### config.mk
export PLATFORM = sky130hd
export DESIGN_NAME = bcd_stopwatch
export DESIGN_NICKNAME = d
export VERILOG_FILES = /design/src/rtl/bcd_stopwatch.sv
export SDC_FILE = /design/constraint.sdc
export NUM_CORES = 1
export LEC_CHECK = 0
export CORE_MARGIN = 2
export CORE_UTILIZATION = 50
export CTS_CLUSTER_DIAMETER = 80
export DETAILED_ROUTE_END_ITERATION = 6
export PLACE_DENSITY = 0.79
export SLEW_MARGIN = 20
export SYNTH_ARGS = -nofsm -noshare
export SYNTH_HDL_FRONTEND = slang
export SYNTH_SLANG_ARGS = --single-unit
### constraint.sdc
create_clock -name clk -period 2.47 [get_ports clk]
set_input_delay 0.6175 -clock clk [delete_from_list [all_inputs] [get_ports clk]]
set_output_delay 0.6175 -clock clk [all_outputs]
set_load 0.03 [all_outputs]
### src/rtl/bcd_stopwatch.sv
// -----------------------------------------------------------------------------
// bcd_stopwatch
//   MM:SS BCD stopwatch (00:00 - 59:59) counting rising edges of a divided
//   square wave that is already synchronous to clk. EDGES_PER_SEC rising edges
//   make one second. A start/stop pulse toggles between RUN and PAUSE (starting
//   from IDLE), and a clear pulse returns to IDLE with everything zeroed.
//
// Ports
//   clk        system clock, all state on posedge
//   rst_n      asynchronous active-low reset
//   tick_in    divided square wave, clk-synchronous
//   btn_ss     start/stop request, one-cycle pulse
//   btn_clr    clear request, one-cycle pulse (beats btn_ss and ticks)
//   sec_ones   BCD seconds units (0-9)
//   sec_tens   BCD seconds tens  (0-5)
//   min_ones   BCD minutes units (0-9)
//   min_tens   BCD minutes tens  (0-5)
//   running    high while in RUN
//   sec_pulse  one-cycle pulse on each seconds increment
//   wrapped    sticky flag, set on 59:59 -> 00:00, cleared only by btn_clr/reset
// -----------------------------------------------------------------------------
module bcd_stopwatch #(
  parameter int unsigned EDGES_PER_SEC = 1000,
  parameter int unsigned PRE_W         = 10
) (
  input  logic       clk,
  input  logic       rst_n,
  input  logic       tick_in,
  input  logic       btn_ss,
  input  logic       btn_clr,
  output logic [3:0] sec_ones,
  output logic [2:0] sec_tens,
  output logic [3:0] min_ones,
  output logic [2:0] min_tens,
  output logic       running,
  output logic       sec_pulse,
  output logic       wrapped
);

  typedef enum logic [1:0] {
    IDLE  = 2'd0,
    RUN   = 2'd1,
    PAUSE = 2'd2
  } state_e;

  localparam logic [PRE_W-1:0] PRE_MAX = PRE_W'(EDGES_PER_SEC - 1);

  state_e             state_q,    state_d;
  logic [PRE_W-1:0]   pre_q,      pre_d;
  logic [3:0]         sec_ones_q, sec_ones_d;
  logic [2:0]         sec_tens_q, sec_tens_d;
  logic [3:0]         min_ones_q, min_ones_d;
  logic [2:0]         min_tens_q, min_tens_d;
  logic               running_q,  running_d;
  logic               pulse_q,    pulse_d;
  logic               wrapped_q,  wrapped_d;
  logic               tick_q;
  logic               tick_rise;

  // tick_in is already in the clk domain, so a single delay stage suffices.
  assign tick_rise = tick_in & ~tick_q;

  always_comb begin
    // NOTE: every signal assigned here gets a hold/default value first so no
    // path leaves it unassigned; otherwise synthesis infers a latch.
    state_d    = state_q;
    pre_d      = pre_q;
    sec_ones_d = sec_ones_q;
    sec_tens_d = sec_tens_q;
    min_ones_d = min_ones_q;
    min_tens_d = min_tens_q;
    wrapped_d  = wrapped_q;
    pulse_d    = 1'b0;

    if (btn_clr) begin
      state_d    = IDLE;
      pre_d      = '0;
      sec_ones_d = '0;
      sec_tens_d = '0;
      min_ones_d = '0;
      min_tens_d = '0;
      wrapped_d  = 1'b0;
    end else begin
      // The current state decides counting, so a tick coincident with the
      // stop request in RUN is still counted.
      if (state_q == RUN && tick_rise) begin
        if (pre_q == PRE_MAX) begin
          pre_d   = '0;
          pulse_d = 1'b1;
          if (sec_ones_q == 4'd9) begin
            sec_ones_d = 4'd0;
            if (sec_tens_q == 3'd5) begin
              sec_tens_d = 3'd0;
              if (min_ones_q == 4'd9) begin
                min_ones_d = 4'd0;
                if (min_tens_q == 3'd5) begin
                  min_tens_d = 3'd0;
                  wrapped_d  = 1'b1;
                end else begin
                  min_tens_d = min_tens_q + 3'd1;
                end
              end else begin
                min_ones_d = min_ones_q + 4'd1;
              end
            end else begin
              sec_tens_d = sec_tens_q + 3'd1;
            end
          end else begin
            sec_ones_d = sec_ones_q + 4'd1;
          end
        end else begin
          pre_d = pre_q + PRE_W'(1);
        end
      end

      if (btn_ss) begin
        unique case (state_q)
          IDLE:    state_d = RUN;
          RUN:     state_d = PAUSE;
          PAUSE:   state_d = RUN;
          default: state_d = IDLE;
        endcase
      end
    end

    running_d = (state_d == RUN);
  end

  // NOTE: every register here is a small control/counter flop, so all of them
  // take the async reset; there is no memory array that would need to be left
  // unreset.
  always_ff @(posedge clk or negedge rst_n) begin
    if (!rst_n) begin
      state_q    <= IDLE;
      pre_q      <= '0;
      sec_ones_q <= '0;
      sec_tens_q <= '0;
      min_ones_q <= '0;
      min_tens_q <= '0;
      running_q  <= 1'b0;
      pulse_q    <= 1'b0;
      wrapped_q  <= 1'b0;
      tick_q     <= 1'b0;
    end else begin
      // NOTE: non-blocking assignments so every flop samples pre-edge values.
      state_q    <= state_d;
      pre_q      <= pre_d;
      sec_ones_q <= sec_ones_d;
      sec_tens_q <= sec_tens_d;
      min_ones_q <= min_ones_d;
      min_tens_q <= min_tens_d;
      running_q  <= running_d;
      pulse_q    <= pulse_d;
      wrapped_q  <= wrapped_d;
      tick_q     <= tick_in;
    end
  end

  assign sec_ones  = sec_ones_q;
  assign sec_tens  = sec_tens_q;
  assign min_ones  = min_ones_q;
  assign min_tens  = min_tens_q;
  assign running   = running_q;
  assign sec_pulse = pulse_q;
  assign wrapped   = wrapped_q;

endmodule
== Word-level counts from Yosys, hierarchy flattened ==
Cells that the tools add are included.

* Register bits: 30
* Bits in latches: 0
* Memory bits (writable): 0
* ROM bits: 0
* Bits of input ports: 5
* Output and inout bits: 17
* Logic and storage cells: 77
* Memories kept: 0

* Add/sub/neg operators: 5
* Multiply operators: 0
* Div/mod/pow operators: 0
* Order comparisons: 0
* Eq/ne operators: 8
* Shift-type cells: 0
* Mux-type cells: 38
* Bitwise gates (word level): 2
* Reduce and logical (&&, ||, !) cells: 14

{| class="wikitable"
|+ Operators with widths
! kind !! number
|-
| $mux 4 || 10
|-
| $mux 3 || 12
|-
| $mux 10 || 3
|-
| $reduce_bool 2->1 || 6
|-
| $add 10x1->10 const B || 1
|-
| $eq 10x10->1 const B || 1
|-
| $mux 1 || 10
|-
| $add 4x1->4 const B || 2
|-
| $eq 4x4->1 const B || 2
|-
| $add 3x1->3 const B || 2
|-
| $eq 3x3->1 const B || 2
|-
| $reduce_and 6->1 || 1
|-
| $reduce_and 5->1 || 1
|-
| $eq 2x1->1 const B || 2
|-
| $mux 2 || 2
|-
| $pmux 2 s2 || 1
|-
| $reduce_and 4->1 || 1
|-
| $reduce_and 3->1 || 1
|-
| $eq 2x2->1 const B || 1
|-
| $logic_not 2->1 || 1
|-
| $reduce_and 2->1 || 1
|-
| $reduce_or 2->1 || 1
|-
| $and 1x1->1 || 1
|-
| $logic_and 1x1->1 || 1
|-
| $not 1->1 || 1
|}

== Logic depth before layout (Yosys ltp) ==
* Depth after elaboration: 8
* Depth in mapped cells: 7
* Gate-level depth less buffers: 6

== Least setup slack after synthesis ==
Ideal clock, no wire load.

* Path type: reg-to-reg
* Start point: register sec_ones_q[0] (netlist: sec_ones[0])
* End point: register min_ones_q[3] (netlist: min_ones[3])
* Setup time: 0.078 ns
* Arrival time: 1.852 ns
* Data required time: 2.392 ns
* Slack: 0.540 ns
* Stages on the path, launching flop included: 6
* Buffers on the path: 0
* Period minus slack after synthesis: 1.930 ns
* Path through: dfrtp_1 ha_1 and4b_1 nand3_1 or4_1 a21oi_1

* Cells in the longest elaborated chain, start to end: 3

{| class="wikitable"
|+ RTL lines
! what !! RTL line !! source
|-
| start, declared || 50 || <nowiki>logic [3:0] sec_ones_q, sec_ones_d;</nowiki>
|-
| start signal, assigned || 148 || <nowiki>sec_ones_q <= sec_ones_d;</nowiki>
|-
| $eq 4x4->1 || 90 || <nowiki>if (sec_ones_q == 4'd9) begin</nowiki>
|-
| $reduce_bool 2->1 (no line) || - ||
|-
| $reduce_and 4->1 (no line) || - ||
|-
| end signal, assigned || 150 || <nowiki>min_ones_q <= min_ones_d;</nowiki>
|-
| end, declared || 52 || <nowiki>logic [3:0] min_ones_q, min_ones_d;</nowiki>
|}

No other way between the ends.
A chain may end at the register's enable or synchronous reset.

== Final worst setup path ==
* Start point: register sec_ones_q[2] (netlist: sec_ones[2])
* End point: output port sec_ones[2]

{| class="wikitable"
|+ RTL lines
! what !! RTL line !! source
|-
| end, declared || 31 || <nowiki>output logic [3:0] sec_ones,</nowiki>
|}

No word-level cell between the ends.

==> impl_metrics.env <==
export IMPL_rsz0062_at_grt="false"
export IMPL_synth_cell_types=46
export IMPL_cts_tree="built"
export IMPL_pin_count=22
export IMPL_max_freq_mhz=458
export IMPL_hpwl_um=2570
export IMPL_slowest_delay_ns=0.72
export IMPL_num_rows=20
export IMPL_area_growth_pct=21.9
export IMPL_cts_htree_levels=2
export IMPL_synth_top_family_by_area="simple AND/OR/NAND/NOR gates"
export IMPL_n_antenna_cell=0
export IMPL_ir_drop_mv=0.356
export IMPL_critical_path_class="reg -> out"
export IMPL_wirelength_um=3600
export IMPL_worstPathArrival_ns=1.57
export IMPL_grt_pass1_vias=1335
export IMPL_synth_edff_count=0
export IMPL_cp_max_fo=10
export IMPL_core_area_mm2=0.00310
export IMPL_drtIter0Drc=79
export IMPL_vias=1387
export IMPL_critPathLaunchType="register"
export IMPL_cts_resized_gates=0
export IMPL_tightest_slew_ns=0.399
export IMPL_synth_simple_area_share_pct=30.2
export IMPL_postSynthCellCount=163
export IMPL_p_per_area_mw_per_mm2=476
export IMPL_clk_pin_slew_ns=0.10
export IMPL_power_w=0.000966
export IMPL_period_minus_slack_ns=2.19
export IMPL_yosysWarnings=0
export IMPL_nNetsFinal=202
export IMPL_final_cell_mix="dfrtp_1, clkdlybuf4s50_1, a21oi_1, nand2_1"
export IMPL_die_area_mm2=0.00381
export IMPL_die_height_um=61.7
export IMPL_fill_cells=263
export IMPL_setup_tns_ns=0
export IMPL_setup_viol=0
export IMPL_yosys_most_used_dff="dfrtp_1"
export IMPL_initial_core_util_pct=53.7
export IMPL_status="finished, final reports clean"
export IMPL_cp_data_required_time_ns=1.85
export IMPL_cp_end_kind="output pin"
export IMPL_crit_slowest_cell="clkdlybuf4s50_1"
export IMPL_syn_num_nets=173
export IMPL_via_per_inst=5.85
export IMPL_slew_viol_final=0
export IMPL_crit_chain="clkdlybuf4s50_1"
export IMPL_track_usage_pct=22.1
export IMPL_cp_top_family="buffers and inverters"
export IMPL_drive_gt1_share_pct=13.5
export IMPL_hold_viol=0
export IMPL_fin_skew_ns=0.00671
export IMPL_grt_use_met3_pct=4.35
export IMPL_ys_ff_latch=30
export IMPL_final_common_cell="dfrtp_1"
export IMPL_crit_buf_inv=1
export IMPL_p_leak_nw=0.826
export IMPL_cts_buffer_depth=2
export IMPL_grt_busiest_layer="met2"
export IMPL_synth_mux_area_share_pct=0.676
export IMPL_gp_congestion=0.756
export IMPL_maxCapViolCount=0
export IMPL_cts_sinks=30
export IMPL_numCtsBuffers=5
export IMPL_synthArstFlopShare_pct=100
export IMPL_grtUsageMet2_pct=36.8
export IMPL_hp_class="reg -> reg"
export IMPL_synthXorXnorAreaFrac_pct=4.73
export IMPL_syn_area_per_cell_um2=10.2
export IMPL_gr_usage_met1_pct=27.0
export IMPL_grt_max_degree=31
export IMPL_numPortBuffers=21
export IMPL_synth_compound_area_share_pct=12.5
export IMPL_grt_pass1_wl_um=6030
export IMPL_synth_fa_ha_area_share_pct=3.76
export IMPL_seq_area_frac_synth_pct=45.1
export IMPL_cts_hold_buf=0
export IMPL_cts_root_buf="clkbuf_4"
export IMPL_slew_headroom_pct=73.2
export IMPL_fin_crit_sh_pct=88.5
export IMPL_wire_per_inst_um=15.2
export IMPL_drt_pass1_iter_count=4
export IMPL_drc=0
export IMPL_final_antenna_net_count=0
export IMPL_globalRoute_totalOverflow=0
export IMPL_netlist_area_mm2=0.00167
export IMPL_antenna_found_initial=0
export IMPL_die_x_um=61.7
export IMPL_post_cts_setup_buffer_count=0
export IMPL_insertion_delay_ns=0.35
synthesized netlist by cell type, drive strengths merged (3+ instances only):
library cell | number | area share [%]
o31ai | 3 | 1.4
dfrtp | 30 | 45
inv | 3 | 0.68
or4 | 8 | 3.6
xor2 | 7 | 3.7
o211ai | 3 | 1.4
nand4 | 3 | 2.0
o21ai | 10 | 3.0
ha | 5 | 3.8
and2 | 3 | 1.1
a31oi | 3 | 1.1
and3 | 4 | 1.7
nor3 | 9 | 2.7
clkbuf | 4 | 1.1
nand3 | 6 | 2.6
nand2 | 10 | 2.3
buf | 3 | 1.2
nor2 | 9 | 2.0
a21oi | 12 | 3.6
metrics by stage:
step | util, % | instances | cell area [um^2] | worst slack, ns | hold WS [ns]
final | 65.4 | 237 | 2030 | 0.285 | 0.514
after global routing | 65.4 | 237 | 2030 | 0.238 | 0.574
after global placement | 62.9 | 229 | 1950 | 0.110 | 0.491
after floorplan | - | 163 | 1670 | 0.540 | 0.322
after CTS | 65.4 | 237 | 2030 | 0.299 | 0.525
after detailed placement | 62.9 | 229 | 1950 | 0.0388 | 0.502
final cells by class:
type | count | area [um^2] | share of cell area, %
multi-input combinational | 123 | 865 | 42.6
sequential | 30 | 751 | 37.0
timing repair buffer | 29 | 270 | 13.3
tap | 44 | 55.1 | 2.71
clock inverter | 3 | 40.0 | 1.97
clock buffer | 5 | 37.5 | 1.85
inverter | 3 | 11.3 | 0.555
worst reg2reg max path, delay by kind of cell (launching register included):
| family | cells | cell delay (ns) |
|---|---|---|
| AND/OR/NAND/NOR | 3 | 1.08 |
| flip-flops | 1 | 0.44 |
| adder cells (fa/ha/maj) | 1 | 0.21 |
| AO/OA/AOI/OAI | 1 | 0.17 |
| buffers and inverters | 1 | 0.08 |
sequential cells by signal, summed over array words and instances, names as in the netlist:
signal	flops
sec_pulse	1
wrapped	1
pre_q	10
running	1
state_q	2
tick_q	1
min_ones	4
sec_tens	3
sec_ones	4
min_tens	3
power by group:
group          internal (W)  switching (W)
Sequential         0.000498     0.00000711
Clock              0.000209       0.000187
Combinational     0.0000262      0.0000377
Total              0.000734       0.000232
logic make-up (layout without fill, tap and decap cells):
group | count (synthesis) | count (layout)
XOR/XNOR | 9 | 9
multiplexers | 1 | 1
flip-flops | 30 | 30
adder cells (fa/ha/maj) | 5 | 5
buffers and inverters | 10 | 40
AND/OR/NAND/NOR | 73 | 73
AO/OA/AOI/OAI | 35 | 35
routing by layer:
layer | up-vias | wire, um
met4 | 0 | 62
met1 | 674 | 1570
met5 | - | 0
met2 | 37 | 1820
li1 | 671 | -
met3 | 5 | 148
path summary, 6_finish.rpt:
path	startpoint	slack [ns]	end	cells after the start
setup / recovery	sec_ones[2]	0.28	sec_ones[2]	1
hold / removal	wrapped	0.51	wrapped	2
setup reg to reg	sec_ones[1]	0.43	min_ones[3]	6
hold reg to reg	wrapped	0.51	wrapped	2
max in group asynchronous	rst_n	1.53	wrapped	2
min in group asynchronous	rst_n	0.66	sec_tens[2]	2
Power figures use the tool's default switching activity.
